[src/rtl/axi4l_mst_bridge.sv]
// axi4l_mst_bridge: single-outstanding AXI4-Lite master for the core data path.
// Turns one valid/ready load/store into one AXI4-Lite transaction and response.
module axi4l_mst_bridge #(
  parameter int TIMEOUT_CYC = 1024,
  parameter int CNT_W       = 16
) (
  input  logic        clk,
  input  logic        rst,
  input  logic        req_valid,
  output logic        req_ready,
  input  logic        req_we,
  input  logic [31:0] req_addr,
  input  logic [31:0] req_wdata,
  input  logic [3:0]  req_wstrb,
  output logic        resp_valid,
  output logic [31:0] resp_rdata,
  output logic        resp_err,
  output logic [31:0] m_axi_awaddr,
  output logic [2:0]  m_axi_awprot,
  output logic        m_axi_awvalid,
  input  logic        m_axi_awready,
  output logic [31:0] m_axi_wdata,
  output logic [3:0]  m_axi_wstrb,
  output logic        m_axi_wvalid,
  input  logic        m_axi_wready,
  input  logic [1:0]  m_axi_bresp,
  input  logic        m_axi_bvalid,
  output logic        m_axi_bready,
  output logic [31:0] m_axi_araddr,
  output logic [2:0]  m_axi_arprot,
  output logic        m_axi_arvalid,
  input  logic        m_axi_arready,
  input  logic [31:0] m_axi_rdata,
  input  logic [1:0]  m_axi_rresp,
  input  logic        m_axi_rvalid,
  output logic        m_axi_rready
);

  typedef enum logic [2:0] {
    S_IDLE,
    S_WADDR,
    S_WRESP,
    S_RADDR,
    S_RDATA
  } state_e;

  localparam bit WD_EN = (TIMEOUT_CYC != 0);
  localparam logic [CNT_W-1:0] CNT_LAST =
    CNT_W'(WD_EN ? TIMEOUT_CYC - 1 : 0);

  state_e state_q, state_d;

  logic        awvalid_q, awvalid_d;
  logic        wvalid_q, wvalid_d;
  logic        aw_done_q, aw_done_d;
  logic        w_done_q, w_done_d;
  logic        bready_q, bready_d;
  logic        arvalid_q, arvalid_d;
  logic        rready_q, rready_d;
  logic [31:0] addr_q, addr_d;
  logic [31:0] wdata_q, wdata_d;
  logic [3:0]  wstrb_q, wstrb_d;
  logic        resp_valid_q, resp_valid_d;
  logic [31:0] rdata_q, rdata_d;
  logic        err_q, err_d;
  logic [CNT_W-1:0] cnt_q, cnt_d;

  logic aw_hs;
  logic w_hs;
  logic b_hs;
  logic ar_hs;
  logic r_hs;
  logic wd_fire;
  logic unused_resp_lsb;

  assign aw_hs = awvalid_q & m_axi_awready;
  assign w_hs  = wvalid_q & m_axi_wready;
  assign b_hs  = bready_q & m_axi_bvalid;
  assign ar_hs = arvalid_q & m_axi_arready;
  assign r_hs  = rready_q & m_axi_rvalid;

  // Only the error bit of the response codes matters here.
  assign unused_resp_lsb = ^{m_axi_bresp[0], m_axi_rresp[0]};

  // Watchdog expiry; a completing handshake in the same cycle takes priority.
  assign wd_fire = WD_EN
                && (state_q != S_IDLE)
                && (cnt_q == CNT_LAST)
                && !(b_hs || r_hs);

  // Next-state and registered-output logic for the transaction FSM.
  always_comb begin
    state_d      = state_q;
    awvalid_d    = awvalid_q;
    wvalid_d     = wvalid_q;
    aw_done_d    = aw_done_q;
    w_done_d     = w_done_q;
    bready_d     = bready_q;
    arvalid_d    = arvalid_q;
    rready_d     = rready_q;
    addr_d       = addr_q;
    wdata_d      = wdata_q;
    wstrb_d      = wstrb_q;
    rdata_d      = rdata_q;
    err_d        = err_q;
    resp_valid_d = 1'b0;

    unique case (state_q)
      S_IDLE: begin
        if (req_valid) begin
          addr_d  = req_addr;
          wdata_d = req_wdata;
          wstrb_d = req_wstrb;
          if (req_we) begin
            state_d   = S_WADDR;
            awvalid_d = 1'b1;
            wvalid_d  = 1'b1;
            aw_done_d = 1'b0;
            w_done_d  = 1'b0;
          end else begin
            state_d   = S_RADDR;
            arvalid_d = 1'b1;
          end
        end
      end
      S_WADDR: begin
        if (aw_hs) begin
          awvalid_d = 1'b0;
          aw_done_d = 1'b1;
        end
        if (w_hs) begin
          wvalid_d = 1'b0;
          w_done_d = 1'b1;
        end
        if ((aw_done_q | aw_hs) && (w_done_q | w_hs)) begin
          state_d   = S_WRESP;
          bready_d  = 1'b1;
          aw_done_d = 1'b0;
          w_done_d  = 1'b0;
        end
      end
      S_WRESP: begin
        if (b_hs) begin
          state_d      = S_IDLE;
          bready_d     = 1'b0;
          err_d        = m_axi_bresp[1];
          resp_valid_d = 1'b1;
        end
      end
      S_RADDR: begin
        if (ar_hs) begin
          state_d   = S_RDATA;
          arvalid_d = 1'b0;
          rready_d  = 1'b1;
        end
      end
      S_RDATA: begin
        if (r_hs) begin
          state_d      = S_IDLE;
          rready_d     = 1'b0;
          rdata_d      = m_axi_rdata;
          err_d        = m_axi_rresp[1];
          resp_valid_d = 1'b1;
        end
      end
      default: begin
        state_d = S_IDLE;
      end
    endcase

    if (wd_fire) begin
      state_d      = S_IDLE;
      awvalid_d    = 1'b0;
      wvalid_d     = 1'b0;
      aw_done_d    = 1'b0;
      w_done_d     = 1'b0;
      bready_d     = 1'b0;
      arvalid_d    = 1'b0;
      rready_d     = 1'b0;
      rdata_d      = rdata_q;
      err_d        = 1'b1;
      resp_valid_d = 1'b1;
    end
  end

  // Watchdog counts every non-idle cycle and restarts with each transaction.
  always_comb begin
    cnt_d = cnt_q + CNT_W'(1);
    if ((state_q == S_IDLE) || (state_d == S_IDLE)) begin
      cnt_d = '0;
    end
  end

  // State and output registers with synchronous reset.
  always_ff @(posedge clk) begin
    if (rst) begin
      state_q      <= S_IDLE;
      awvalid_q    <= 1'b0;
      wvalid_q     <= 1'b0;
      aw_done_q    <= 1'b0;
      w_done_q     <= 1'b0;
      bready_q     <= 1'b0;
      arvalid_q    <= 1'b0;
      rready_q     <= 1'b0;
      addr_q       <= '0;
      wdata_q      <= '0;
      wstrb_q      <= '0;
      resp_valid_q <= 1'b0;
      rdata_q      <= '0;
      err_q        <= 1'b0;
      cnt_q        <= '0;
    end else begin
      state_q      <= state_d;
      awvalid_q    <= awvalid_d;
      wvalid_q     <= wvalid_d;
      aw_done_q    <= aw_done_d;
      w_done_q     <= w_done_d;
      bready_q     <= bready_d;
      arvalid_q    <= arvalid_d;
      rready_q     <= rready_d;
      addr_q       <= addr_d;
      wdata_q      <= wdata_d;
      wstrb_q      <= wstrb_d;
      resp_valid_q <= resp_valid_d;
      rdata_q      <= rdata_d;
      err_q        <= err_d;
      cnt_q        <= cnt_d;
    end
  end

  assign req_ready     = (state_q == S_IDLE);
  assign resp_valid    = resp_valid_q;
  assign resp_rdata    = rdata_q;
  assign resp_err      = err_q;
  assign m_axi_awaddr  = addr_q;
  assign m_axi_awprot  = 3'b000;
  assign m_axi_awvalid = awvalid_q;
  assign m_axi_wdata   = wdata_q;
  assign m_axi_wstrb   = wstrb_q;
  assign m_axi_wvalid  = wvalid_q;
  assign m_axi_bready  = bready_q;
  assign m_axi_araddr  = addr_q;
  assign m_axi_arprot  = 3'b000;
  assign m_axi_arvalid = arvalid_q;
  assign m_axi_rready  = rready_q;

endmodule

[config.mk]
export PLATFORM = sky130hd
export DESIGN_NAME = axi4l_mst_bridge
export DESIGN_NICKNAME = d
export VERILOG_FILES = /design/src/rtl/axi4l_mst_bridge.sv
export SDC_FILE = /design/constraint.sdc
export NUM_CORES = 1
export LEC_CHECK = 0
export CORE_AREA = 2 2 112 114
export DETAILED_ROUTE_END_ITERATION = 8
export DIE_AREA = 0 0 114 116
export GPL_TIMING_DRIVEN = 0
export PLACE_DENSITY = 0.84
export SETUP_SLACK_MARGIN = 0.3
export SLEW_MARGIN = 20
export SYNTH_ARGS = -nofsm -noshare
export SYNTH_HDL_FRONTEND = slang
export SYNTH_SLANG_ARGS = --single-unit
export TNS_END_PERCENT = 100
[constraint.sdc]
create_clock -name clk -period 3.9 [get_ports clk]
set_input_delay 0.39 -clock clk [delete_from_list [all_inputs] [get_ports clk]]
set_output_delay 0.39 -clock clk [all_outputs]
set_load 0.05 [all_outputs]
Word-level counts from Yosys, hierarchy flattened
Cells that the tools add are included.
{"block": "totals", "mem_bits_ro": 0, "mem_count": 0, "ramBits": 0, "latchBits": 0, "ff_bits": 128, "out_inout_bits": 146, "wordCells": 108, "in_bits": 113}
{"block": "op_classes", "shift": 0, "n_addsub": 1, "mux": 40, "magnitude_cmp": 0, "div_mod_pow": 0, "mul": 0, "bitwise_logic": 8, "reduce_logical": 26, "eq_ne": 18}
{"op": "2-to-1 mux 1 bit", "count": 23}
{"op": "AND reduction 4 bit", "count": 5}
{"op": "2-to-1 mux 3 bit", "count": 6}
{"op": "case mux 1 bit (2 select lines)", "count": 9}
{"op": "adder 16 x 1 -> 16 bit, second input constant", "count": 1}
{"op": "equality test 16 x 10 -> 1 bit, second input constant", "count": 1}
{"op": "inequality test 2 bit, second input constant", "count": 8}
{"op": "case mux 3 bit (5 select lines)", "count": 1}
{"op": "inequality test 3 bit, second input constant", "count": 4}
{"op": "AND reduction 3 bit", "count": 4}
{"op": "nonzero test 2 bit", "count": 4}
{"op": "equality test 3 x 2 -> 1 bit, second input constant", "count": 2}
{"op": "logical NOT 3 bit", "count": 2}
{"op": "nonzero test 3 bit", "count": 2}
{"op": "bitwise AND 1 bit", "count": 5}
{"op": "OR reduction 2 bit", "count": 2}
{"op": "equality test 3 x 1 -> 1 bit, second input constant", "count": 1}
{"op": "equality test 3 bit, second input constant", "count": 1}
{"op": "logical AND 1 bit", "count": 3}
{"op": "logical OR 1 bit", "count": 2}
{"op": "2-to-1 mux 2 bit", "count": 1}
{"op": "inequality test 2 x 1 -> 1 bit, second input constant", "count": 1}
{"op": "OR 1 bit", "count": 2}
{"op": "AND reduction 2 bit", "count": 1}
{"op": "2 further kinds", "count": 2}

Depth between registers and ports, before layout
Gate-level depths: netlist (run 1).
{"block": "logic_depth", "word_depth": 9, "depth_mapped": 7, "ltp_nobuf": 5}

Worst setup path after synthesis (run 1)
Ideal clock, no wire load.
{"block": "synth_timing", "kind": "flip-flop to flip-flop", "start": "register state_q[1]", "end": "register addr_q[14], in the netlist m_axi_araddr[14]", "period_less_slack_ns": 1.984, "setup_time_ns": 0.132, "stages_incl_launch_ff": 7, "t_required_ns": 3.768, "n_path_buf": 2, "slack_ns": 1.916, "t_arrival_ns": 1.852, "cell_sequence": "dfxtp_1 > nor3_2 > nand2_1 > buf_2 > clkbuf_1 > nand2_1 > a21oi_1"}
{"block": "synth_between", "elab_chain_len": 2}
{"item": "start, declared", "line_no": "51", "source": "state_e state_q, state_d;"}
{"item": "start signal, assigned", "line_no": "213", "source": "state_q <= state_d;"}
{"item": "logical NOT 3 bit"}
{"item": "via req_ready", "line_no": "10", "source": "output logic req_ready,"}
{"item": "AND reduction 2 bit (no source line)"}
{"item": "end signal, assigned", "line_no": "221", "source": "addr_q <= addr_d;"}
{"item": "end, declared", "line_no": "60", "source": "logic [31:0] addr_q, addr_d;"}
The timed path passes the listed nets, and every way through them passes these cells.
A chain may end at the register's enable or synchronous reset.

Final worst setup path (run 1)
{"block": "layout_timing", "start": "register state_q[1]", "end": "output req_ready"}
{"block": "layout_between", "elab_chain_len": 1}
{"item": "logical NOT 3 bit", "line_no": "231", "source": "assign req_ready = (state_q == S_IDLE);"}
{"item": "end, declared", "line_no": "10"}
No other way between the ends.

==> results of run 1 <==
==> kinds of logic after synthesis <==
logic type / share of synthesized area
XOR/XNOR: 0.02247
AO/OA/AOI/OAI: 0.1353
buffers and inverters: 0.09533
flip-flops: 0.5058
AND/OR/NAND/NOR: 0.2378
other: 0.0007402
adder cells (fa/ha/maj): 0.002469
==> cells in the mapped netlist (all sizes together), types with 6 or more instances <==
library cell and n:
nand4 6, nor2 15, nand2 209, buf 55, dfxtp 128, nor3 14, nor4 8, nand3 14
xor2 6, a21oi 107, xnor2 7, clkbuf 23
==> worst register-to-register path, stage by stage (launching register included) <==
cell                      delay, ns
sky130_fd_sc_hd__dfxtp_1       0.36
sky130_fd_sc_hd__ha_1          0.27
sky130_fd_sc_hd__nand3_1       0.20
sky130_fd_sc_hd__or3_4         0.41
sky130_fd_sc_hd__nor2_4        0.24
sky130_fd_sc_hd__buf_6         0.19
sky130_fd_sc_hd__nor3_1        0.06
==> power by group through the flow <==
stage | combinational, mW | sequential [mW] | clock [mW]
6_report | 0.766 | 1.41 | 1.44
5_1_grt | 0.809 | 1.41 | 1.52
4_1_cts | 0.770 | 1.41 | 1.46
3_5_place_dp | 0.766 | 1.43 | 0
3_3_place_gp | 0.760 | 1.43 | 0
2_1_floorplan | 0.282 | 1.61 | 0
==> layer usage <==
| metal | vias to the layer above | wire length (µm) | GRT usage |
|---|---|---|---|
| li1 | 2606 | - | - |
| met1 | 2379 | 5997 | 0.2634 |
| met2 | 214 | 7917 | 0.4075 |
| met3 | 32 | 1283 | 0.07427 |
| met4 | 0 | 403 | 0.1081 |
| met5 | - | 0 | 0 |
==> layout by cell type, fill, tap and decap left out, types with 2 or more instances in the layout <==
master	n
sky130_fd_sc_hd__xnor2_1	7
sky130_fd_sc_hd__clkdlybuf4s50_1	250
sky130_fd_sc_hd__a31oi_1	3
sky130_fd_sc_hd__nor2_1	14
sky130_fd_sc_hd__conb_1	6
sky130_fd_sc_hd__nand4_1	5
sky130_fd_sc_hd__nor3b_1	3
sky130_fd_sc_hd__nor4_1	8
sky130_fd_sc_hd__xor2_1	6
sky130_fd_sc_hd__nand3_1	14
sky130_fd_sc_hd__nand2_1	209
sky130_fd_sc_hd__dfxtp_1	128
sky130_fd_sc_hd__buf_2	11
sky130_fd_sc_hd__a21oi_1	107
sky130_fd_sc_hd__clkbuf_16	17
sky130_fd_sc_hd__inv_1	3
sky130_fd_sc_hd__a211oi_1	4
sky130_fd_sc_hd__buf_4	42
sky130_fd_sc_hd__and3_1	2
sky130_fd_sc_hd__clkbuf_8	4
sky130_fd_sc_hd__clkbuf_1	27
sky130_fd_sc_hd__o21ai_0	3
sky130_fd_sc_hd__a211o_1	2
sky130_fd_sc_hd__nor3_1	13
==> worst max-delay path by stage <==
stage	endpoint	slack [ns]	cells after the start
finish	req_ready	1.51	2
global route	req_ready	1.45	2
CTS	req_ready	1.49	2
detailed placement	m_axi_wdata[2]	1.65	4
global placement	resp_rdata[30]	1.70	4
floorplan	m_axi_araddr[14]	1.92	6
==> area by class of cell <==
cell class,count,area (µm²)
fillers,926,3615
flip-flops and latches,128,2562
repair buffers,250,2502
multi-input cells,428,2039
clock buffers,25,495.5
plain buffers,78,471.7
well taps,147,183.9
clock inverters,1,30.03
inverters,3,11.26
==> stage by stage <==
step / cell area [µm²] / utilization / setup WS [ns] / cells
global placement: 7771 / 0.6524 / 1.701 / 1034
global route: 8297 / 0.6965 / 1.449 / 1060
CTS: 8297 / 0.6965 / 1.486 / 1060
floorplan: 5085 / - / 1.916 / 637
detailed placement: 7771 / 0.6524 / 1.649 / 1034
finish: 8297 / 0.6965 / 1.510 / 1060
==> state kept, by name (all words and copies together), names as in the netlist <==
signal         count
m_axi_araddr      32
m_axi_wdata       32
resp_rdata        32
cnt_q             16
m_axi_wstrb        4
state_q            3
aw_done_q          1
m_axi_arvalid      1
m_axi_awvalid      1
m_axi_bready       1
m_axi_rready       1
m_axi_wvalid       1
resp_err           1
resp_valid         1
w_done_q           1
==> impl_results.html, run 1 <==
<table>
<tr><th>Metric</th><th>Value</th></tr>
<tr><th colspan="2">Run status</th></tr>
<tr><td>Run status</td><td>finished, final reports clean</td></tr>
<tr><th colspan="2">Pwr</th></tr>
<tr><td>PD cells</td><td>435.2 mW/mm²</td></tr>
<tr><td>Fraction of power spent switching nets</td><td>0.2816</td></tr>
<tr><td>Tot Pwr</td><td>3.611 mW</td></tr>
<tr><td>Part of the power in the clock network</td><td>0.398</td></tr>
<tr><td>Flop pwr share</td><td>0.390</td></tr>
<tr><td>Internal cell power</td><td>2.594 mW</td></tr>
<tr><td>Relative contribution of combinational cells to total power</td><td>0.212</td></tr>
<tr><td>Static leakage</td><td>3.056 nW</td></tr>
<tr><td>Worst-case vdd ir drop</td><td>0.2574 mV</td></tr>
<tr><td>Switching power total</td><td>1.017 mW</td></tr>
<tr><th colspan="2">Clocking</th></tr>
<tr><td>Clock latency reported for the late side of the worst-skew pair</td><td>0.41 ns</td></tr>
<tr><td>Post_cts resized</td><td>0</td></tr>
<tr><td>TritonCTS Sinks</td><td>128</td></tr>
<tr><td>Maximum clock insertion buffer count</td><td>2</td></tr>
<tr><td>CTS H-tree lvls</td><td>4</td></tr>
<tr><td>Clk pin slew, worst setup/hold paths</td><td>0.05 ns</td></tr>
<tr><td>Setup repair bufs after CTS</td><td>0</td></tr>
<tr><td>Number of buffers created by CTS</td><td>17</td></tr>
<tr><td>Hold-fix buffer count after cts</td><td>0</td></tr>
<tr><td>Root buf cell</td><td>sky130_fd_sc_hd__clkbuf_16</td></tr>
<tr><td>TritonCTS clock tree</td><td>done</td></tr>
<tr><th colspan="2">Synthesis</th></tr>
<tr><td>Post-synth cell types</td><td>45</td></tr>
<tr><td>Number of synthesis warnings</td><td>0</td></tr>
<tr><td>Share of async-settable or async-resettable flops after synthesis</td><td>0</td></tr>
<tr><td>Top post-synthesis cells by area</td><td>sky130_fd_sc_hd__dfxtp_1 (51%), sky130_fd_sc_hd__nand2_1 (15%), sky130_fd_sc_hd__a21oi_1 (11%)</td></tr>
<tr><td>Share of the synthesized area in the top cell type</td><td>0.5058</td></tr>
<tr><td>Primary flip-flop cell chosen by synthesis mapping</td><td>sky130_fd_sc_hd__dfxtp_1</td></tr>
<tr><td>Library cell with the largest summed area after synthesis</td><td>sky130_fd_sc_hd__dfxtp_1</td></tr>
<tr><td>Fraction of the yosys area taken by sequential cells</td><td>0.5058</td></tr>
<tr><td>Post-synth EDFFs</td><td>0</td></tr>
<tr><td>Number of synthesized register bits</td><td>128</td></tr>
<tr><td>Post-synthesis area per instance</td><td>8.016 µm²</td></tr>
<tr><td>Post-Syn Area</td><td>0.005066 mm²</td></tr>
<tr><td>Count of mapped cells out of synthesis</td><td>632</td></tr>
<tr><th colspan="2">Worst setup path</th></tr>
<tr><td>Worst Reg2Reg Path Length in Cells</td><td>6</td></tr>
<tr><td>Critical Path Slowest Stage Cell</td><td>sky130_fd_sc_hd__clkdlybuf4s50_1</td></tr>
<tr><td>Register-to-Register Setup Slack</td><td>2.04 ns</td></tr>
<tr><td>Reg2Reg Capture Point</td><td>m_axi_awvalid</td></tr>
<tr><td>Critical Path Max Stage Delay</td><td>0.88 ns</td></tr>
<tr><td>Crit end category</td><td>output port</td></tr>
<tr><td>WP data required</td><td>3.51 ns</td></tr>
<tr><td>Cell-by-cell listing of the critical path</td><td>nor3_2, clkdlybuf4s50_1</td></tr>
<tr><td>Worst setup SP type</td><td>flip-flop</td></tr>
<tr><td>Critical Path Start</td><td>state_q[1]</td></tr>
<tr><td>Critical path peak fanout</td><td>6</td></tr>
<tr><td>Buffers and inverters on the worst path</td><td>1</td></tr>
<tr><td>R2r startpoint</td><td>cnt_q[0]</td></tr>
<tr><td>WP data arrival</td><td>2.00 ns</td></tr>
<tr><td>Top delay family on crit path</td><td>buffers and inverters</td></tr>
<tr><td>Category of the critical setup timing path</td><td>reg2out</td></tr>
<tr><th colspan="2">Route</th></tr>
<tr><td>Detailed-route via count</td><td>5231</td></tr>
<tr><td>Post-detailed-route count of antenna-violating nets</td><td>0</td></tr>
<tr><td>Number of remaining DRC errors</td><td>0</td></tr>
<tr><td>Detailed-router iteration count before antenna repair</td><td>4</td></tr>
<tr><td>DR WL/cell</td><td>14.72 µm</td></tr>
<tr><td>Avg Vias per Cell</td><td>4.935</td></tr>
<tr><td>Final Routed Wirelength</td><td>15600 µm</td></tr>
<tr><td>DRC marker count from the first detailed-route iteration</td><td>361</td></tr>
<tr><th colspan="2">STA</th></tr>
<tr><td>Unrepaired setup endpoints after global routing</td><td>false</td></tr>
<tr><td>Period utilization</td><td>0.6129</td></tr>
<tr><td>Total negative slack for setup checks</td><td>0 ns</td></tr>
<tr><td>Measured slew at the worst slew-check pin</td><td>0.7231 ns</td></tr>
<tr><td>Setup violations, final</td><td>0</td></tr>
<tr><td>Worst slew slack as a fraction of its limit</td><td>0.5180</td></tr>
<tr><td>Worst hold margin</td><td>0.4509 ns</td></tr>
<tr><td>Final Hold Vio Count</td><td>0</td></tr>
<tr><td>Highest achievable clock rate</td><td>418.3 MHz</td></tr>
<tr><td>Time the worst path needs with I/O delays and setup</td><td>2.390 ns</td></tr>
<tr><td>Skew final</td><td>0.01186 ns</td></tr>
<tr><td>Fin. max-slew vios</td><td>0</td></tr>
<tr><th colspan="2">Global route</th></tr>
<tr><td>Total overflow reported by the global router</td><td>0</td></tr>
<tr><td>Initial antenna violation count</td><td>0</td></tr>
<tr><td>GRT Total Usage</td><td>0.2344</td></tr>
<tr><td>Maximum number of pins on one net before global-route repair</td><td>17</td></tr>
<tr><td>Via count of the first global-routing pass</td><td>4878</td></tr>
<tr><td>Global-route wire length before repair</td><td>24130 µm</td></tr>
<tr><th colspan="2">Cells and area</th></tr>
<tr><td>Area delta synth-&gt;final</td><td>63.77%</td></tr>
<tr><td>Final net count</td><td>1020</td></tr>
<tr><td>Number of diodes</td><td>0</td></tr>
<tr><td>Fraction of layout cells with a size suffix above 1</td><td>0.09310</td></tr>
<tr><th colspan="2">Floorplan</th></tr>
<tr><td>Placement row count</td><td>40</td></tr>
<tr><td>Overall die height</td><td>116 µm</td></tr>
<tr><td>Initial standard-cell utilization of the core</td><td>0.4253</td></tr>
<tr><td>Core Box Area</td><td>0.01191 mm²</td></tr>
<tr><td>Die Span X</td><td>114 µm</td></tr>
<tr><td>Total Die Area</td><td>0.01322 mm²</td></tr>
<tr><td>Boundary Pins</td><td>259</td></tr>
<tr><th colspan="2">Hold path</th></tr>
<tr><td>Number of stages on the worst hold path</td><td>2</td></tr>
<tr><td>Hold-critical path endpoint</td><td>resp_rdata[19]</td></tr>
<tr><td>Worst hold path type</td><td>reg2reg</td></tr>
<tr><td>Origin of the worst min-delay path</td><td>resp_rdata[19]</td></tr>
<tr><th colspan="2">Placed design</th></tr>
<tr><td>HPWL after detailed placement</td><td>11660 µm</td></tr>
<tr><td>RePlAce Congestion</td><td>0.8204</td></tr>
<tr><td># port buffers</td><td>250</td></tr>
<tr><th colspan="2">Flow run</th></tr>
<tr><td>MaxCap Viol Count</td><td>0</td></tr>
</table>
Note: power is estimated with default switching activity, not from simulation.
==> inputs of run 2 (changes only) <==
- CORE_AREA: 2 2 112 114 -> 2 2 122 124
- DIE_AREA: 0 0 114 116 -> 0 0 124 126
- PLACE_DENSITY: 0.84 -> 0.76
- clock period: 3.9 -> 1.9 ns (I/O delays scaled with it)
==> impl_results.html, run 2 (synthesized netlist as in run 1, its figures left out) <==
<table>
<tr><th>Metric</th><th>Value</th></tr>
<tr><th colspan="2">Floorplan</th></tr>
<tr><td>Initial standard-cell utilization of the core</td><td>0.3539 (-0.07138)</td></tr>
<tr><td>Total Die Area</td><td>0.01562 mm² (+18%)</td></tr>
<tr><td>Boundary Pins</td><td>259 (unchanged)</td></tr>
<tr><td>Core Box Area</td><td>0.01431 mm² (+20%)</td></tr>
<tr><td>Placement row count</td><td>44 (+10%)</td></tr>
<tr><td>Die Span X</td><td>124 µm (+8.8%)</td></tr>
<tr><td>Overall die height</td><td>126 µm (+8.6%)</td></tr>
<tr><th colspan="2">Route</th></tr>
<tr><td>DR WL/cell</td><td>14.63 µm (-0.64%)</td></tr>
<tr><td>Number of remaining DRC errors</td><td>0 (unchanged)</td></tr>
<tr><td>Detailed-route via count</td><td>5234 (+0.057%)</td></tr>
<tr><td>Detailed-router iteration count before antenna repair</td><td>4 (unchanged)</td></tr>
<tr><td>Final Routed Wirelength</td><td>16260 µm (+4.2%)</td></tr>
<tr><td>DRC marker count from the first detailed-route iteration</td><td>241 (-33%)</td></tr>
<tr><td>Avg Vias per Cell</td><td>4.707 (-4.6%)</td></tr>
<tr><td>Post-detailed-route count of antenna-violating nets</td><td>0 (unchanged)</td></tr>
<tr><th colspan="2">Cells and area</th></tr>
<tr><td>Area delta synth-&gt;final</td><td>64.93%</td></tr>
<tr><td>Multi-input combinational cell area</td><td>0.002095 mm² (+2.7%)</td></tr>
<tr><td>Most frequent standard cell in the layout excluding fill and tap cells</td><td>sky130_fd_sc_hd__nand2_1</td></tr>
<tr><td>Register area</td><td>0.002577 mm² (+0.59%)</td></tr>
<tr><td>Highest-count cells in the layout ignoring fill and taps</td><td>sky130_fd_sc_hd__nand2_1 (208), sky130_fd_sc_hd__dfxtp_1 (120), sky130_fd_sc_hd__clkdlybuf4s50_1 (110)</td></tr>
<tr><td>Fraction of layout cells with a size suffix above 1</td><td>0.1606 (+0.06746)</td></tr>
<tr><td>Fill cells</td><td>1357 (+47%)</td></tr>
<tr><td>Number of diodes</td><td>0 (unchanged)</td></tr>
<tr><td>Number of non-filler instances in the completed layout</td><td>1112 (+4.9%)</td></tr>
<tr><td>Utilization after layout</td><td>0.5837 (-0.1128)</td></tr>
<tr><td>Final net count</td><td>1029 (+0.88%)</td></tr>
<tr><th colspan="2">STA</th></tr>
<tr><td>Setup violations, final</td><td>0 (unchanged)</td></tr>
<tr><td>Time the worst path needs with I/O delays and setup</td><td>1.589 ns</td></tr>
<tr><td>Unrepaired setup endpoints after global routing</td><td>true</td></tr>
<tr><td>Final Hold Vio Count</td><td>0 (unchanged)</td></tr>
<tr><td>Skew final</td><td>0.006666 ns (-0.005192 ns)</td></tr>
<tr><td>Worst slew slack as a fraction of its limit</td><td>0.6056 (+0.08769)</td></tr>
<tr><td>Measured slew at the worst slew-check pin</td><td>0.5939 ns (-0.1292 ns)</td></tr>
<tr><td>Period utilization</td><td>0.8366</td></tr>
<tr><td>Final worst-path setup slack</td><td>0.3105 ns (-1.199 ns)</td></tr>
<tr><td>Fin. max-slew vios</td><td>0 (unchanged)</td></tr>
<tr><td>Highest achievable clock rate</td><td>629.1 MHz</td></tr>
<tr><th colspan="2">Clocking</th></tr>
<tr><td>Root buf cell</td><td>sky130_fd_sc_hd__clkbuf_16</td></tr>
<tr><td>Clk pin slew, worst setup/hold paths</td><td>0.06 ns (about the same)</td></tr>
<tr><td>Maximum clock insertion buffer count</td><td>2 (unchanged)</td></tr>
<tr><td>Number of buffers created by CTS</td><td>17 (unchanged)</td></tr>
<tr><td>TritonCTS clock tree</td><td>done</td></tr>
<tr><td>CTS H-tree lvls</td><td>4 (unchanged)</td></tr>
<tr><td>TritonCTS Sinks</td><td>128 (unchanged)</td></tr>
<tr><td>Clock latency reported for the late side of the worst-skew pair</td><td>0.41 ns (about the same)</td></tr>
<tr><th colspan="2">Worst setup path</th></tr>
<tr><td>Category of the critical setup timing path</td><td>reg2out</td></tr>
<tr><td>Critical Path Start</td><td>state_q[0]</td></tr>
<tr><td>R2r startpoint</td><td>cnt_q[5]</td></tr>
<tr><td>Critical path peak fanout</td><td>5 (-1)</td></tr>
<tr><td>WP data arrival</td><td>1.40 ns (-0.60 ns)</td></tr>
<tr><td>Crit end category</td><td>output port</td></tr>
<tr><td>Register-to-Register Setup Slack</td><td>0.35 ns (-1.69 ns)</td></tr>
<tr><td>WP data required</td><td>1.71 ns (-1.80 ns)</td></tr>
<tr><td>Reg2Reg Capture Point</td><td>m_axi_arvalid</td></tr>
<tr><td>Worst Reg2Reg Path Length in Cells</td><td>4 (-2)</td></tr>
<tr><td>Worst setup SP type</td><td>flip-flop</td></tr>
<tr><th colspan="2">Hold path</th></tr>
<tr><td>Hold-critical path endpoint</td><td>m_axi_wdata[18]</td></tr>
<tr><td>Origin of the worst min-delay path</td><td>req_wdata[18]</td></tr>
<tr><td>Worst hold path type</td><td>in2reg</td></tr>
<tr><td>Number of stages on the worst hold path</td><td>3 (+1)</td></tr>
<tr><th colspan="2">Placed design</th></tr>
<tr><td>RePlAce Congestion</td><td>0.8269 (+0.79%)</td></tr>
<tr><td># port buffers</td><td>250 (unchanged)</td></tr>
<tr><td>Dpl ws</td><td>-0.1841 ns (-1.833 ns)</td></tr>
<tr><td>HPWL after detailed placement</td><td>12190 µm (+4.6%)</td></tr>
<tr><td>Inst Count DP</td><td>1071 (+3.6%)</td></tr>
<tr><th colspan="2">Pwr</th></tr>
<tr><td>PD cells</td><td>905.8 mW/mm² (+110%)</td></tr>
<tr><td>Internal cell power</td><td>5.317 mW (+100%)</td></tr>
<tr><td>Worst-case vdd ir drop</td><td>0.6867 mV (+170%)</td></tr>
<tr><td>Fraction of power spent switching nets</td><td>0.2974 (+0.01588)</td></tr>
<tr><td>Switching power total</td><td>2.251 mW (+120%)</td></tr>
<tr><td>Static leakage</td><td>3.661 nW (+20%)</td></tr>
<tr><td>Relative contribution of combinational cells to total power</td><td>0.199 (-0.013)</td></tr>
<tr><td>Flop pwr share</td><td>0.381 (-0.009)</td></tr>
<tr><td>Part of the power in the clock network</td><td>0.420 (+0.022)</td></tr>
<tr><th colspan="2">Global route</th></tr>
<tr><td>Total overflow reported by the global router</td><td>0 (unchanged)</td></tr>
<tr><td>Global-route layer with the greatest usage</td><td>met2</td></tr>
<tr><td>Met3 global-route usage</td><td>0.06069 (-0.01358)</td></tr>
<tr><td>Maximum number of pins on one net before global-route repair</td><td>17 (unchanged)</td></tr>
<tr><td>Global-route wire length before repair</td><td>24640 µm (+2.1%)</td></tr>
<tr><td>Via count of the first global-routing pass</td><td>4894 (+0.33%)</td></tr>
<tr><td>Global routing met2 resource utilization</td><td>0.3565 (-0.05104)</td></tr>
<tr><td>Initial antenna violation count</td><td>0 (unchanged)</td></tr>
<tr><td>GRT Total Usage</td><td>0.2038 (-0.03067)</td></tr>
<tr><td>Met1 track demand over resource</td><td>0.2232 (-0.04020)</td></tr>
<tr><th colspan="2">Run status</th></tr>
<tr><td>Run status</td><td>finished, final reports clean</td></tr>
<tr><th colspan="2">Flow run</th></tr>
<tr><td>MaxCap Viol Count</td><td>0 (unchanged)</td></tr>
</table>
run 2: cell types whose count changed in the layout (fill, tap and decap cells not counted), sizes merged:
cell | previous run | this run
clkdlybuf4s50 | 250 | 110
clkinvlp | 0 | 2
inv | 3 | 4
clkinv | 0 | 8
clkbuf | 48 | 63
buf | 55 | 62
clkdlybuf4s15 | 0 | 16
bufinv | 1 | 2
dlygate4sd2 | 0 | 105
run 2: layout make-up:
class / instances / share of cell area
multi-input combinational: 428 / 0.2507
clock inverter: 13 / 0.01662
inverter: 3 / 0.001348
tap: 184 / 0.02755
sequential: 128 / 0.3085
buffer: 78 / 0.06140
timing repair buffer: 259 / 0.2809
clock buffer: 19 / 0.05301
run 2: timing repair:
action | CTS | global route
resized for setup | 179 | 54
endpoints found under the hold margin | 0 | 0
pin swaps | 3 | 4
cloned | 0 | 0
setup buffers | 3 | 6
endpoints found under the setup margin | 211 | 117
hold buffers | 0 | 0
run 2: how the worst max path moves through the flow:
stage          slack (ns)                to  cells past startpoint
4_1_cts              0.07         req_ready                      2
6_report             0.31         req_ready                      2
5_1_grt              0.23         req_ready                      2
3_3_place_gp        -0.15   m_axi_araddr[0]                      4
3_5_place_dp        -0.18   m_axi_araddr[1]                      4
2_1_floorplan        0.27  m_axi_araddr[14]                      7
run 2: metrics by stage:
step           setup TNS, ns  power [mW]  hold slack (ns)  instance area, µm²
2_1_floorplan              0       3.886           0.2722                5110
3_3_place_gp          -6.912       4.518           0.4413                7843
3_5_place_dp          -8.859       4.534           0.4461                7843
4_1_cts                    0       7.623           0.3004                8339
5_1_grt                    0       7.876           0.3181                8356
6_report                   0       7.568           0.3213                8356
run 2: per-layer routing:
metal  up-vias  wire (µm)
li1       2630          -
met1      2360       6273
met2       203       8196
met3        41       1287
met4         0        505
met5         -          0
run 2: power by group through the flow:
stage               registers [mW]  clock network [mW]  logic (mW)
floorplan                     3.30                   0       0.588
global placement              2.94                   0        1.58
detailed placement            2.94                   0        1.59
CTS                           2.88                3.24        1.50
global route                  2.90                3.37        1.61
finish                        2.88                3.18        1.51
run 2: critical path: stages, from the launching register on:
cell                       delay [ns]
sky130_fd_sc_hd__dfxtp_2         0.35
sky130_fd_sc_hd__nor3_4          0.30
sky130_fd_sc_hd__clkbuf_2        0.34
==> inputs of run 3 (changes only) <==
- clock period: 1.9 -> 1.3 ns (I/O delays scaled with it)
==> impl_results.html, run 3 (synthesized netlist as in run 1, its figures left out) <==
<table>
<tr><th>Metric</th><th>Value</th></tr>
<tr><th colspan="2">Pwr</th></tr>
<tr><td>Static leakage</td><td>4.304 nW (+18%)</td></tr>
<tr><td>Worst-case vdd ir drop</td><td>0.8522 mV (+24%)</td></tr>
<tr><td>PD cells</td><td>1162 mW/mm² (+28%)</td></tr>
<tr><th colspan="2">STA</th></tr>
<tr><td>Setup violations, final</td><td>127 (+127)</td></tr>
<tr><td>Period utilization</td><td>1.304</td></tr>
<tr><td>Measured slew at the worst slew-check pin</td><td>0.6811 ns (+0.08725 ns)</td></tr>
<tr><td>Final worst-path setup slack</td><td>-0.3949 ns (-0.7054 ns)</td></tr>
<tr><td>Worst hold margin</td><td>0.2497 ns (-0.07159 ns)</td></tr>
<tr><td>Unrepaired setup endpoints after global routing</td><td>true</td></tr>
<tr><td>Highest achievable clock rate</td><td>590.0 MHz</td></tr>
<tr><td>Worst slew slack as a fraction of its limit</td><td>0.5459 (-0.05974)</td></tr>
<tr><td>Total negative slack for setup checks</td><td>-17.57 ns (-17.57 ns)</td></tr>
<tr><td>Skew final</td><td>0.01099 ns (+0.004326 ns)</td></tr>
<tr><td>Final Hold Vio Count</td><td>0 (unchanged)</td></tr>
<tr><td>Time the worst path needs with I/O delays and setup</td><td>1.695 ns</td></tr>
<tr><td>Fin. max-slew vios</td><td>0 (unchanged)</td></tr>
<tr><th colspan="2">Global route</th></tr>
<tr><td>Global-route wire length before repair</td><td>28350 µm (+15%)</td></tr>
<tr><td>GRT Total Usage</td><td>0.2366 (+0.03281)</td></tr>
<tr><td>Via count of the first global-routing pass</td><td>5658 (+16%)</td></tr>
<tr><td>Initial antenna violation count</td><td>1 (+1)</td></tr>
<tr><td>Maximum number of pins on one net before global-route repair</td><td>17 (unchanged)</td></tr>
<tr><td>Total overflow reported by the global router</td><td>0 (unchanged)</td></tr>
<tr><th colspan="2">Floorplan</th></tr>
<tr><td>Placement row count</td><td>44 (unchanged)</td></tr>
<tr><td>Total Die Area</td><td>0.01562 mm² (unchanged)</td></tr>
<tr><td>Initial standard-cell utilization of the core</td><td>0.3539 (unchanged)</td></tr>
<tr><td>Core Box Area</td><td>0.01431 mm² (unchanged)</td></tr>
<tr><td>Overall die height</td><td>126 µm (unchanged)</td></tr>
<tr><td>Boundary Pins</td><td>259 (unchanged)</td></tr>
<tr><td>Die Span X</td><td>124 µm (unchanged)</td></tr>
<tr><th colspan="2">Route</th></tr>
<tr><td>Avg Vias per Cell</td><td>5.114 (+8.6%)</td></tr>
<tr><td>Final Routed Wirelength</td><td>22040 µm (+36%)</td></tr>
<tr><td>Post-detailed-route count of antenna-violating nets</td><td>0 (unchanged)</td></tr>
<tr><td>Number of remaining DRC errors</td><td>0 (unchanged)</td></tr>
<tr><td>DR WL/cell</td><td>19.02 µm (+30%)</td></tr>
<tr><td>Detailed-router iteration count before antenna repair</td><td>5 (+1)</td></tr>
<tr><td>Detailed-route via count</td><td>5927 (+13%)</td></tr>
<tr><td>DRC marker count from the first detailed-route iteration</td><td>348 (+44%)</td></tr>
<tr><th colspan="2">Cells and area</th></tr>
<tr><td>Fraction of layout cells with a size suffix above 1</td><td>0.5518 (+0.3912)</td></tr>
<tr><td>Highest-count cells in the layout ignoring fill and taps</td><td>sky130_fd_sc_hd__nand2_1 (175), sky130_fd_sc_hd__buf_8 (145), sky130_fd_sc_hd__clkdlybuf4s50_1 (110)</td></tr>
<tr><td>Final Cell Area</td><td>0.01089 mm² (+30%)</td></tr>
<tr><td>Final net count</td><td>1076 (+4.6%)</td></tr>
<tr><td>Multi-input combinational cell area</td><td>0.002554 mm² (+22%)</td></tr>
<tr><td>Register area</td><td>0.002825 mm² (+9.6%)</td></tr>
<tr><td>Most frequent standard cell in the layout excluding fill and tap cells</td><td>sky130_fd_sc_hd__nand2_1</td></tr>
<tr><td>Number of diodes</td><td>0 (unchanged)</td></tr>
<tr><td>Fill cells</td><td>857 (-37%)</td></tr>
<tr><td>Utilization after layout</td><td>0.7608 (+0.1770)</td></tr>
<tr><td>Area delta synth-&gt;final</td><td>114.9%</td></tr>
<tr><th colspan="2">Worst setup path</th></tr>
<tr><td>Worst setup SP type</td><td>flip-flop</td></tr>
<tr><td>Crit end category</td><td>flip-flop</td></tr>
<tr><td>Critical path peak fanout</td><td>6 (+1)</td></tr>
<tr><td>WP data arrival</td><td>1.98 ns (+0.58 ns)</td></tr>
<tr><td>Category of the critical setup timing path</td><td>reg2reg</td></tr>
<tr><td>WP data required</td><td>1.59 ns (-0.12 ns)</td></tr>
<tr><th colspan="2">Run status</th></tr>
<tr><td>Violated checks</td><td>setup timing</td></tr>
<tr><td>Run status</td><td>finished with violations</td></tr>
<tr><th colspan="2">Hold path</th></tr>
<tr><td>Worst hold path type</td><td>in2reg</td></tr>
<tr><th colspan="2">Clocking</th></tr>
<tr><td>TritonCTS Sinks</td><td>128 (unchanged)</td></tr>
<tr><td>Clock latency reported for the late side of the worst-skew pair</td><td>0.42 ns (about the same)</td></tr>
<tr><td>Clk pin slew, worst setup/hold paths</td><td>0.06 ns (about the same)</td></tr>
<tr><td>Maximum clock insertion buffer count</td><td>2 (unchanged)</td></tr>
<tr><td>Number of buffers created by CTS</td><td>17 (unchanged)</td></tr>
<tr><td>Root buf cell</td><td>sky130_fd_sc_hd__clkbuf_16</td></tr>
<tr><td>TritonCTS clock tree</td><td>done</td></tr>
<tr><td>CTS H-tree lvls</td><td>4 (unchanged)</td></tr>
<tr><th colspan="2">Placed design</th></tr>
<tr><td>HPWL after detailed placement</td><td>11940 µm (-2.1%)</td></tr>
<tr><td>RePlAce Congestion</td><td>0.8513 (+3.0%)</td></tr>
<tr><td>Total cell area at the placement stage</td><td>0.008005 mm² (+2.1%)</td></tr>
<tr><td>Dpl ws</td><td>-0.7326 ns (-0.5485 ns)</td></tr>
<tr><td># port buffers</td><td>250 (unchanged)</td></tr>
<tr><th colspan="2">Flow run</th></tr>
<tr><td>MaxCap Viol Count</td><td>0 (unchanged)</td></tr>
</table>
-- run 3: stage by stage --
step           std cells  total power [mW]
3_5_place_dp        1071             6.644
4_1_cts             1128             12.24
3_3_place_gp        1071             6.625
2_1_floorplan        637             5.705
6_report            1159             12.66
5_1_grt             1159             13.07
-- run 3: critical path, cell delays in order (launching register included) --
cell and delay [ns]:
sky130_fd_sc_hd__dfxtp_4 0.35, sky130_fd_sc_hd__nor3_4 0.27, sky130_fd_sc_hd__and2_4 0.20, sky130_fd_sc_hd__buf_6 0.12
sky130_fd_sc_hd__buf_12 0.14, sky130_fd_sc_hd__buf_16 0.12, sky130_fd_sc_hd__nand2_1 0.06, sky130_fd_sc_hd__a21oi_1 0.31
-- run 3: path summary, 6_finish.rpt --
kind | end | depth (start not counted) | start | slack (ns)
setup / recovery | m_axi_araddr[19] | 7 | state_q[2] | -0.39
hold / removal | resp_rdata[19] | 3 | m_axi_rdata[19] | 0.25
setup reg to reg | m_axi_araddr[19] | 7 | state_q[2] | -0.39
hold reg to reg | cnt_q[0] | 1 | cnt_q[0] | 0.45
-- run 3: what timing repair did --
item                                    4_1_cts  5_1_grt
endpoints found under the setup margin      268      268
hold endpoints to repair                      0        0
pin swaps                                    20       37
hold buffers                                  0        0
cloned                                        6        3
buffers inserted                             19       28
resized for setup                          1300      181
-- run 3: power breakdown --
part           leakage [nW]  switching [mW]  total [mW]  internal, mW
registers              1.11           0.218        4.30          4.08
clock network         0.317            1.81        5.11          3.30
logic                  2.88            1.69        3.25          1.55
total                  4.30            3.72        12.7          8.93
-- run 3: final cells by class --
| type | instances | share of cell area |
|---|---|---|
| flip-flops and latches | 128 | 0.2595 |
| plain buffers | 78 | 0.07492 |
| clock inverters | 7 | 0.008503 |
| multi-input cells | 428 | 0.2345 |
| clock buffers | 25 | 0.05021 |
| well taps | 184 | 0.02114 |
| repair buffers | 306 | 0.3502 |
| inverters | 3 | 0.001034 |
-- run 3: layer usage --
metal	vias up	global-route usage	routed length (µm)
li1	2730	-	-
met3	92	0.08514	1874
met1	2814	0.2437	7753
met5	-	0	11
met2	289	0.4066	11040
met4	2	0.1408	1363
==> edit: new RTL, config.mk and constraints of run 2 <==
Set the parameter `CNT_W` to 20 (it was 16).
--- a/src/rtl/axi4l_mst_bridge.sv
+++ b/src/rtl/axi4l_mst_bridge.sv
@@ -2,7 +2,7 @@
 // Turns one valid/ready load/store into one AXI4-Lite transaction and response.
 module axi4l_mst_bridge #(
   parameter int TIMEOUT_CYC = 1024,
-  parameter int CNT_W       = 16
+  parameter int CNT_W       = 20
 ) (
   input  logic        clk,
   input  logic        rst,
Check against the original RTL: same outputs for any inputs over 4 cycles, from zero or initial values and one cycle with rst high; that may be too few to reach the edited logic, so the function may still have changed.
==> edit against run 2 <==
Register-to-register slack worse by 0.16 ns. Combinational power rose by 12%. Total power grew 2.5%. Area after synthesis is 4.4% higher. Design area is 9.5% higher. Sequential cell count is 4 higher. Setup slack worse by 0.12 ns. Synthesized cell count up 4.4%. Largest power group unchanged. Global-route usage increased by 2.6 points. Critical path type is now flop to flop. Maximum frequency fell by 7.2%. Worst hold slack worse by 0.0075 ns. Routed wire length increased by 11%.
==> edit: results (changes against run 2) <==
status finished, final reports clean; WL met1 7310 um (+17%); count of non-CTS inverters in the layout 10 (+7); Total Routing Usage GR 0.230 (+0.0261); Synth Area in XOR/XNOR 0.0199 (-0.00260); Psw 2360 uW (+4.7%); Max Clock Skew 0.00647 ns (-0.000197 ns); CP endpoint cnt_q[18]$_SDFF_PP0_; Synth Area in Compound Gates 0.150 (+0.0144); multi-input logic area 2420 um^2 (+15%); HPWL after DPL 12,900 um (+6.0%); M1 GR Usage 0.269 (+0.0461); Area contributors post-synth dfxtp_1, nand2_1, a21oi_1, buf_4, clkbuf_1; layout cells sized above 1 0.222 (+0.0613); Final nets 1,080 (+5.0%); Signal buf overhead 0.354 (+0.0114); routability cong. 0.836 (+1.1%); number of buffers outside the clock class in the layout 360 (+6.8%); post-synthesis sequential area ratio 0.500 (-0.00616); met3 GRT Util 0.0761 (+0.0154); FF+latch count, synth 132 (+3.1%); Synth cell types 49 (+8.9%); fin area 9150 um^2 (+9.5%); R2R depth 6 (+2); relative slew slack 0.600 (-0.00594); Iter 0 DRT Violations 264 (+9.5%); pre-CTS setup slack -0.483 ns (-0.299 ns); DR WL met2 8680 um (+5.9%); data arrival time of the worst path 2.06 ns (+0.66 ns); sequential share of cell area 0.292 (-0.0166); # clk buffers 20 (+1); M2 GR Usage 0.383 (+0.0262); syn_area_per_cell 8.01 um^2 (about the same); metal3 WL 1580 um (+23%); DR WL/cell 15.5 um (+6.3%); Multi-input comb cells 445 (+4.0%); leak pwr 0.00392 uW (+7.0%); period utilization 0.902 (+0.0653); Placed Instance Area 8140 um^2 (+3.7%); reg-to-reg critical path endpoint cnt_q[18]$_SDFF_PP0_; reg2reg setup slack 0.19 ns (-0.16 ns); final WL 18,100 um (+11%)
edit: cell count changes after synthesis, sizes merged, moves of 4 or more:
cell / before / now
nand2: 209 / 216
clkbuf: 23 / 30
dfxtp: 128 / 132
buf: 55 / 48
xor2: 6 / 2
inv: 3 / 10
a31oi: 4 / 0
o21ai: 3 / 8
nand3: 14 / 8
edit: power groups by stage:
| stage | sequential, uW | clock, uW | combinational (uW) |
|---|---|---|---|
| 3_3_place_gp | 3030 | 0 | 1640 |
| 4_1_cts | 2970 | 3150 | 1670 |
| 5_1_grt | 2990 | 3260 | 1810 |
| 6_report | 2970 | 3090 | 1690 |
| 2_1_floorplan | 3400 | 0 | 618 |
| 3_5_place_dp | 3030 | 0 | 1650 |
edit: what timing repair did:
item | in CTS | in global routing
setup buffers | 17 | 11
resized for setup | 254 | 77
pin swaps | 36 | 9
cloned | 2 | 3
endpoints found under the setup margin | 270 | 157
edit: how the worst min path moves through the flow:
stage,startpoint,end,slack (ns),cells past startpoint
3_3_place_gp,resp_rdata[25]$_SDFFE_PP0P_,resp_rdata[25]$_SDFFE_PP0P_,0.44,2
2_1_floorplan,req_addr[21],m_axi_araddr[21]$_SDFFE_PP0P_,0.33,2
5_1_grt,m_axi_rdata[2],resp_rdata[2]$_SDFFE_PP0P_,0.32,3
4_1_cts,m_axi_rdata[10],resp_rdata[10]$_SDFFE_PP0P_,0.30,3
3_5_place_dp,resp_rdata[25]$_SDFFE_PP0P_,resp_rdata[25]$_SDFFE_PP0P_,0.45,2
6_report,req_addr[9],m_axi_araddr[9]$_SDFFE_PP0P_,0.31,3
edit: worst max-delay path, cell delays in order, from the launching register on:
cell and delay (ns):
dfxtp_4 0.36, ha_4 0.12, nand4_1 0.13, or2_1 0.27
buf_6 0.14, or4_4 0.48, a21oi_2 0.14
